<file path="src/rtl/pwm_capture_if.sv">
// pwm_capture_if: control, PWM input pair and measurement results of one pwm_capture.
interface pwm_capture_if #(
  parameter int CountWidth = 16
);
  logic                  i_enable;
  logic                  i_clear_fault;
  logic [1:0]            i_s;
  logic [CountWidth-1:0] o_period;
  logic [CountWidth-1:0] o_high_time;
  logic [CountWidth-1:0] o_dead_fall;
  logic [CountWidth-1:0] o_dead_rise;
  logic                  o_valid;
  logic                  o_shoot_through;
  logic                  o_timeout;
  logic                  o_stuck_high;
  modport master (
    output i_enable, i_clear_fault, i_s,
    input  o_period, o_high_time, o_dead_fall, o_dead_rise,
    input  o_valid, o_shoot_through, o_timeout, o_stuck_high
  );
  modport slave (
    input  i_enable, i_clear_fault, i_s,
    output o_period, o_high_time, o_dead_fall, o_dead_rise,
    output o_valid, o_shoot_through, o_timeout, o_stuck_high
  );
endinterface

</file>
<file path="src/rtl/pwm_capture.sv">
// pwm_capture: measures period, high time and dead times of a complementary PWM pair, flags shoot-through and stuck outputs.
module pwm_capture #(
  parameter int CountWidth    = 16,
  parameter int SyncStages    = 2,
  parameter int TimeoutCycles = 65535
) (
  input logic          i_mclk,
  input logic          i_rst,
  pwm_capture_if.slave bus
);
  localparam logic [CountWidth-1:0] TO_LIM = CountWidth'(TimeoutCycles);
  localparam logic [CountWidth-1:0] ONE    = CountWidth'(1);
  typedef enum logic [1:0] {IDLE, FIRST, RUN} state_t;
  state_t                          r_state;
  logic [SyncStages-1:0][1:0]      r_sync;
  logic [1:0]                      r_prev;
  logic [CountWidth-1:0]           r_period_cnt, r_high_cnt, r_dead_cnt;
  logic [CountWidth-1:0]           r_period, r_high, r_dead_fall, r_dead_rise;
  logic                            r_valid, r_shoot, r_timeout, r_stuck;
  logic [1:0]                      w_ss;
  logic                            w_rise0, w_rise1;
  logic [CountWidth-1:0]           w_period_inc, w_high_inc, w_dead_inc;
  assign w_ss         = r_sync[SyncStages-1];
  assign w_rise0      = w_ss[0] & ~r_prev[0];
  assign w_rise1      = w_ss[1] & ~r_prev[1];
  assign w_period_inc = (&r_period_cnt) ? r_period_cnt : r_period_cnt + ONE;
  assign w_high_inc   = (&r_high_cnt) ? r_high_cnt : r_high_cnt + ONE;
  assign w_dead_inc   = (&r_dead_cnt) ? r_dead_cnt : r_dead_cnt + ONE;
  always_ff @(posedge i_mclk or posedge i_rst) begin
    if (i_rst) begin
      r_state      <= IDLE;
      r_sync       <= '0;
      r_prev       <= '0;
      r_period_cnt <= '0;
      r_high_cnt   <= '0;
      r_dead_cnt   <= '0;
      r_period     <= '0;
      r_high       <= '0;
      r_dead_fall  <= '0;
      r_dead_rise  <= '0;
      r_valid      <= 1'b0;
      r_shoot      <= 1'b0;
      r_timeout    <= 1'b0;
      r_stuck      <= 1'b0;
    end else begin
      r_sync  <= {r_sync[SyncStages-2:0], bus.i_s};
      r_prev  <= w_ss;
      r_shoot <= (&w_ss) | (r_shoot & ~bus.i_clear_fault);
      r_valid <= 1'b0;
      if (!bus.i_enable) begin
        r_state      <= IDLE;
        r_period_cnt <= '0;
        r_high_cnt   <= '0;
        r_dead_cnt   <= '0;
        r_timeout    <= 1'b0;
      end else if (r_state == IDLE) begin
        if (w_rise0) begin
          r_state      <= FIRST;
          r_period_cnt <= ONE;
          r_high_cnt   <= ONE;
        end
      end else if (!w_rise0 && r_period_cnt == TO_LIM) begin
        r_state      <= IDLE;
        r_period_cnt <= '0;
        r_high_cnt   <= '0;
        r_dead_cnt   <= '0;
        r_timeout    <= 1'b1;
        r_stuck      <= w_ss[0];
      end else begin
        r_period_cnt <= w_rise0 ? ONE : w_period_inc;
        r_high_cnt   <= w_rise0 ? ONE : (w_ss[0] ? w_high_inc : r_high_cnt);
        r_dead_cnt   <= (w_ss == 2'b00) ? w_dead_inc : '0;
        if (w_rise1) r_dead_fall <= r_dead_cnt;
        // the IDLE-exit rise opened the first period, so this rise already closes a complete one
        if (w_rise0) begin
          r_state     <= RUN;
          r_period    <= r_period_cnt;
          r_high      <= r_high_cnt;
          r_dead_rise <= r_dead_cnt;
          r_valid     <= 1'b1;
          r_timeout   <= 1'b0;
        end
      end
    end
  end
  assign bus.o_period        = r_period;
  assign bus.o_high_time     = r_high;
  assign bus.o_dead_fall     = r_dead_fall;
  assign bus.o_dead_rise     = r_dead_rise;
  assign bus.o_valid         = r_valid;
  assign bus.o_shoot_through = r_shoot;
  assign bus.o_timeout       = r_timeout;
  assign bus.o_stuck_high    = r_stuck;
endmodule

</file>
<file path="src/flat_wrapper.sv">
// flat-port wrapper written by rule: the top's interface ports become plain ports
module pwm_capture_flat 
#(
  parameter int CountWidth    = 16,
  parameter int SyncStages    = 2,
  parameter int TimeoutCycles = 65535
)
  (i_mclk, i_rst, bus_i_enable, bus_i_clear_fault, bus_i_s, bus_o_period, bus_o_high_time, bus_o_dead_fall, bus_o_dead_rise, bus_o_valid, bus_o_shoot_through, bus_o_timeout, bus_o_stuck_high);
  pwm_capture_if #(.CountWidth(CountWidth)) bus_i ();
  input logic i_mclk;
  input logic i_rst;
  input wire logic [$bits(bus_i.i_enable)-1:0] bus_i_enable;
  input wire logic [$bits(bus_i.i_clear_fault)-1:0] bus_i_clear_fault;
  input wire logic [$bits(bus_i.i_s)-1:0] bus_i_s;
  output wire logic [$bits(bus_i.o_period)-1:0] bus_o_period;
  output wire logic [$bits(bus_i.o_high_time)-1:0] bus_o_high_time;
  output wire logic [$bits(bus_i.o_dead_fall)-1:0] bus_o_dead_fall;
  output wire logic [$bits(bus_i.o_dead_rise)-1:0] bus_o_dead_rise;
  output wire logic [$bits(bus_i.o_valid)-1:0] bus_o_valid;
  output wire logic [$bits(bus_i.o_shoot_through)-1:0] bus_o_shoot_through;
  output wire logic [$bits(bus_i.o_timeout)-1:0] bus_o_timeout;
  output wire logic [$bits(bus_i.o_stuck_high)-1:0] bus_o_stuck_high;
  assign bus_i.i_enable = bus_i_enable;
  assign bus_i.i_clear_fault = bus_i_clear_fault;
  assign bus_i.i_s = bus_i_s;
  assign bus_o_period = bus_i.o_period;
  assign bus_o_high_time = bus_i.o_high_time;
  assign bus_o_dead_fall = bus_i.o_dead_fall;
  assign bus_o_dead_rise = bus_i.o_dead_rise;
  assign bus_o_valid = bus_i.o_valid;
  assign bus_o_shoot_through = bus_i.o_shoot_through;
  assign bus_o_timeout = bus_i.o_timeout;
  assign bus_o_stuck_high = bus_i.o_stuck_high;
  pwm_capture #(.CountWidth(CountWidth), .SyncStages(SyncStages), .TimeoutCycles(TimeoutCycles)) u_core (.i_mclk(i_mclk), .i_rst(i_rst), .bus(bus_i));
endmodule
</file>
<file path="config.mk">
export PLATFORM = sky130hd
export DESIGN_NAME = pwm_capture_flat
export DESIGN_NICKNAME = d
export VERILOG_FILES = /design/src/rtl/pwm_capture_if.sv /design/src/rtl/pwm_capture.sv /design/src/flat_wrapper.sv
export SDC_FILE = /design/constraint.sdc
export NUM_CORES = 1
export LEC_CHECK = 0
export ABC_CLOCK_PERIOD_IN_PS = 5800
export CAP_MARGIN = 20
export CORE_UTILIZATION = 40
export DETAILED_ROUTE_END_ITERATION = 10
export HOLD_SLACK_MARGIN = 0.12
export PLACE_DENSITY_LB_ADDON = 0.2
export SETUP_SLACK_MARGIN = 0.1
export SYNTH_ARGS = -nofsm -noshare
export SYNTH_HDL_FRONTEND = slang
export SYNTH_SLANG_ARGS = --single-unit
</file>
<file path="constraint.sdc">
create_clock -name i_mclk -period 5.8 [get_ports i_mclk]
set_input_delay 1.16 -clock i_mclk [delete_from_list [all_inputs] [get_ports i_mclk]]
set_output_delay 1.16 -clock i_mclk [all_outputs]
set_load 0.02 [all_outputs]
</file>
Yosys cells after proc, flatten, opt, wreduce, memory -nomap -nowiden --
Index checks and enable logic that the tools add are counted.
Storage, ports and cells: latch bits 0, word-level logic and storage cells 81, memory bits (read-only) 0, memories kept 0, bits in registers 124, memory bits (writable) 0, input bits 6, output and inout bits 68
Cells by class: eq/ne operators 8, shift operators 0, multiply operators 0, div/mod/pow operators 0, reductions and logical operators 16, order comparisons 0, add/subtract/negate cells 3, bitwise gates (word level) 9, muxes and demuxes 30
Operator list (count):
- 2-to-1 mux 16 bit | 17
- adder 16 x 1 -> 16 bit, second input constant | 3
- AND reduction 16 bit | 3
- equality test 16 bit, second input constant | 1
- 2-to-1 mux 2 bit | 5
- AND reduction 2 bit | 5
- 2-to-1 mux 1 bit | 8
- inequality test 4 x 3 -> 1 bit, second input constant | 2
- AND reduction 4 bit | 2
- AND reduction 3 bit | 2
- NOT 1 bit | 5
- logical NOT 2 bit | 2
- inequality test 4 x 1 -> 1 bit, second input constant | 1
- inequality test 4 bit, second input constant | 1
- AND 1 bit | 3
- inequality test 3 x 1 -> 1 bit, second input constant | 1
- inequality test 3 x 2 -> 1 bit, second input constant | 1
- inequality test 2 bit, second input constant | 1
- logical AND 1 bit | 1
- logical NOT 1 bit | 1
- OR 1 bit | 1

Depth between registers and ports, before layout --
depth in word-level cells 7, gate-level depth with buffers 8, mapped depth without buffers 6

Worst setup path before layout --
Ideal clock, no wire load.
path kind input to register, start point input bus_i_enable, end point register u_core.r_dead_fall[0] (netlist: u_core.bus.o_dead_fall[0]), required time 5.675 ns, path buffers 2, stages on the path 6, library setup time 0.125 ns, arrival 2.374 ns, setup slack 3.301 ns, cell sequence o21ai_1 > a21oi_2 > and3b_1 > buf_6 > buf_6 > mux2_4
Between the ends: word-level cells in the longest chain between the ends 1
RTL lines:
- from (decl) | RTL line flat_wrapper.sv:12 | input wire logic [$bits(bus_i.i_enable)-1:0] bus_i_enable;
- AND reduction 4 bit (no source line)
- to (signal assigned) | RTL line pwm_capture.sv:73 | if (w_rise1) r_dead_fall <= r_dead_cnt;
- to (decl) | RTL line pwm_capture.sv:18 | logic [CountWidth-1:0] r_period, r_high, r_dead_fall, r_dead_rise;
No other way between the ends. A chain may end at the register's enable or synchronous reset.

Worst setup path after layout --
start point input bus_i_enable, end point register u_core.r_dead_fall[10] (netlist: u_core.bus.o_dead_fall[10])
The elaborated chain is that of the path after synthesis.

==> results.txt <==
The average wire per cell in the routed design works out to 16.11 um. In the final layout, the multi-input gates occupy 2447 sq um. The worst hold path stage count is 0, and the count of instances resized after the clock tree is built is 0. The total overflow left after global routing is 0. At the pin with the least slew margin, the transition time is 0.9362 ns. Entering global routing, the biggest net connects 74 pins.

The tools report the number of slew-limit violations in the final report as 0. Once detail routing completed, the nets flagged for antenna violations numbered 0. Setup repair after global routing left no endpoint under its margin. The min-delay analysis places its worst path in the category reg2reg.

The logs give 6614 sq um for the total placed instance area and 581 for the net count of the finished layout. The slowest stage of the critical path is the and3b_1 cell. After clock tree synthesis, the clock-pin slew on the worst setup and hold paths is 0.05 ns.

The logs give 8197 um for the sum of net half-perimeters after detailed placement and 0.8313 for the last weighted congestion value of the routability-driven placer. The first-pass GRT wire length is 20,720 um, and the total number of cells along the worst setup path is 5. The run gives 4 as the H-tree depth reported by CTS.

Buffers placed on the I/O ports in this run total 73. Of all flip-flops after synthesis, the portion carrying an async set or reset was 100.0%. 74 I/O pins were placed. At the later pin of the worst-skew pair, clock insertion delay measures 0.41 ns.

After routing the design area is 7253 sq um. The final setup violation count was 0; the via count was 4,131. Across every metal layer, demand over resource in global routing totals 18.34%. The data arrival time of the critical path was 3.71 ns; the detailed-route wire length was 12,310 um. The worst register-to-register path ends at u_core.bus.o_dead_fall[10]. Data on the critical path is required at its endpoint by 6.09 ns. The cell family contributing the most delay on the critical path is simple AND/OR/NAND/NOR gates.

The run gives 494 as the number of instances in the synthesized netlist. 0 antenna diodes ended up in the layout. The logs give 0 for the DRC violation count after routing and 13,930 sq um for the area inside the core boundary.

Measured along the x axis, the die boundary spans 121.6 um. The worst path in the final design needs a cycle of 3.419 ns, including I/O delays and setup. The power per unit of standard cell area is 298.5 nW/um^2. The worst pin sits at a relative slew slack of 37.59%. The depth of the worst register-to-register path was 6; the peak fanout along the critical path was 16. The worst setup path is launched from a primary input. The number of buffers created by CTS was 17; the number of flops mapped to enable cells by yosys was 0.

In this run the register-to-register setup slack is 3.02 ns. In this run the clock root is driven by a clkbuf_16. The area of the mapped netlist is 5719 sq um, and the clock sink total is 124. The critical path's largest stage delay was 0.86 ns; the number of buffers on the longest clock path was 2. For the reported leakage power, the log shows 3.095 nW. The critical path goes through clkdlybuf4s50_1 > o21ai_1 > a21oi_2 > and3b_1 > mux2_2.

In this run the critical register-to-register path is launched from u_core.r_period_cnt[0]. Once the floorplan was initialized, standard cells occupied 41.04% of the core. The first detailed-routing pass ran for 5 iterations. The sequential cells in the finished layout cover a total of 3103 sq um.

The worst supply voltage drop on vdd was 0.2121 mV; the initial antenna violation count was 0. After synthesis the netlist holds a flip-flop and latch count of 124. The worst hold path begins at u_core.r_sync[0]. In this run, distinct cell masters in the synthesized netlist total 62. TritonCTS built the clock tree. The share of the cycle needed by the critical path after routing was 58.94%; the number of hold buffers added after cts was 0. In the final layout, the share of cells above drive strength 1 is 20.21%. The tools report the number of endpoints with negative hold slack in the final report as 0.

In this run the mean area of a mapped cell was 11.58 sq um. Setup total negative slack on the finished layout was measured at 0 ns. The run gives 43 as the standard-cell row count.

The vias per cell is 5.407. The share of the Yosys chip area taken by registers is 54.26%. Total power for the finished layout comes to 2.165 mW. The tools report the starting DRC count in detailed routing as 280.

The number of nets produced by synthesis was 503. The area added between synthesis and finish is 26.82%, and the critical path buffer and inverter count is 1. Hold timing on the final database bottoms out at a slack of 0.3512 ns. The height of the die works out to 121.6 um. The worst setup path is of the in2reg kind.

The tool flagged a number of max-cap violations equal to 0. The tools report the number of filler instances in the final layout as 1,227. The flow ran to the end, and the final reports show no timing, DRC or antenna violations. The tools report the kind of end point of the critical path as a register. The via count of the first global-routing pass was 4,123. Across the routed clock network, the largest skew measured is 0.005862 ns. The die covers 14,780 sq um. The path with the worst hold slack has its endpoint at u_core.w_ss[0].

The most used flip-flop cell after synthesis is dfrtp_1. For this run, the number of Yosys warnings is 0. For this run, the top clock speed supported by timing is 292.5 MHz. For the post-CTS setup-driven buffer insertion count, the log shows 0.
==> flip-flops by register name, summed over array words and instances, names as in the netlist, 16 cells and up <==
| register | flops |
|---|---|
| u_core.bus.o_dead_rise | 16 |
| u_core.bus.o_period | 16 |
| u_core.r_period_cnt | 16 |
| u_core.r_dead_cnt | 16 |
| u_core.bus.o_dead_fall | 16 |
| u_core.r_high_cnt | 16 |
| u_core.bus.o_high_time | 16 |
==> metal layers <==
| layer | global-route usage, % | wire (um) | up-vias |
|---|---|---|---|
| met1 | 23.60 | 5735 | 2060 |
| met2 | 28.98 | 5964 | 88 |
| met3 | 5.805 | 502 | 7 |
| li1 | - | - | 1976 |
| met4 | 6.636 | 108 | 0 |
| met5 | 0 | 0 | - |
==> cell usage in the layout, fill, tap and decap left out, types with 3 or more instances in the layout <==
master / netlist / final
clkdlybuf4s50_1: 0 / 73
o211ai_1: 5 / 5
clkbuf_8: 0 / 7
bufinv_16: 0 / 3
dfrtp_1: 124 / 124
nor4_1: 6 / 6
nand2_1: 32 / 32
nand2b_1: 3 / 3
or4_1: 11 / 11
o21ai_1: 4 / 4
o21ai_0: 13 / 13
mux2_2: 56 / 56
a2bb2oi_1: 4 / 4
mux2_4: 10 / 10
buf_4: 1 / 6
nand3_1: 39 / 39
nand4_1: 10 / 10
xnor2_1: 10 / 10
a31oi_1: 8 / 8
ha_1: 3 / 3
nor3_1: 9 / 9
a41oi_1: 4 / 4
a21oi_1: 14 / 14
or2_2: 3 / 3
nor2_1: 33 / 32
mux2i_1: 7 / 7
inv_1: 18 / 17
clkbuf_16: 0 / 17
xor2_1: 3 / 3
and3_1: 6 / 6
==> power by group <==
| part | internal (mW) | switching (mW) | total [mW] | leakage (nW) |
|---|---|---|---|---|
| registers | 0.888 | 0.0191 | 0.907 | 1.71 |
| clock network | 0.753 | 0.360 | 1.11 | 0.309 |
| logic | 0.0605 | 0.0840 | 0.145 | 1.08 |
| total | 1.70 | 0.463 | 2.16 | 3.09 |
==> how the worst max path moves through the flow <==
stage	start	end	slack (ns)
5_1_grt	bus_i_enable	u_core.bus.o_dead_fall[10]	2.21
3_5_place_dp	bus_i_enable	u_core.bus.o_dead_fall[10]	1.95
4_1_cts	bus_i_enable	u_core.bus.o_dead_fall[10]	2.38
3_3_place_gp	bus_i_enable	u_core.bus.o_dead_fall[12]	2.06
2_1_floorplan	i_rst	u_core.bus.o_dead_fall[0]	1.34
6_report	bus_i_enable	u_core.bus.o_dead_fall[10]	2.38
==> per-stage QoR <==
stage               setup WS, ns  utilization (%)  instances
global placement           2.058            47.46        732
finish                     2.381            52.05        764
CTS                        2.384            52.00        763
floorplan                  1.341                -        494
detailed placement         1.951            47.46        732
global route               2.211            52.05        764
==> area by class of cell <==
class                   instances  area share (%)
clock buffers                  26           7.297
repair buffers                 79           10.70
multi-input cells             332           33.74
well taps                     180           3.105
flip-flops and latches        124           42.78
inverters                      18          0.9660
clock inverters                 5           1.415
==> kinds of logic (layout without fill, tap and decap cells) <==
logic type	count (synthesis)	after routing	synth area share, %
AND/OR/NAND/NOR	169	169	15.82
buffers and inverters	38	128	3.172
XOR/XNOR	13	13	1.991
flip-flops	124	124	54.26
adder cells (fa/ha/maj)	3	3	0.6564
multiplexers	73	73	14.88
AO/OA/AOI/OAI	74	74	9.233
==> synth_stat cells, drive strengths merged, types with 2 or more instances <==
library cell  instances  area share, %
and3                  6           0.66
nor3                  9           0.79
o21ai                19            1.8
o41a                  2           0.39
mux2i                 7            1.2
a41oi                 4           0.61
o211ai                5           0.66
nor2                 33            2.2
nand4b                2           0.31
dfrtp               124             54
mux2                 66             14
a21boi                2           0.26
ha                    3           0.66
a32o                  2           0.35
and4                  2           0.31
nand2                33            2.2
nand2b                3           0.33
nand3                40            3.6
a2bb2oi               4           0.61
xor2                  3           0.46
o311ai                2           0.61
or4                  12            1.6
nor4                  6           0.66
or2                   3           0.33
buf                   9            1.2
clkbuf               11           0.74
a2111o                2           0.39
xnor2                10            1.5
a22oi                 2           0.26
nand4                12            1.5
inv                  18            1.2
a31oi                 8           0.88
a21oi                15            1.4
Power figures use the tool's default switching activity.
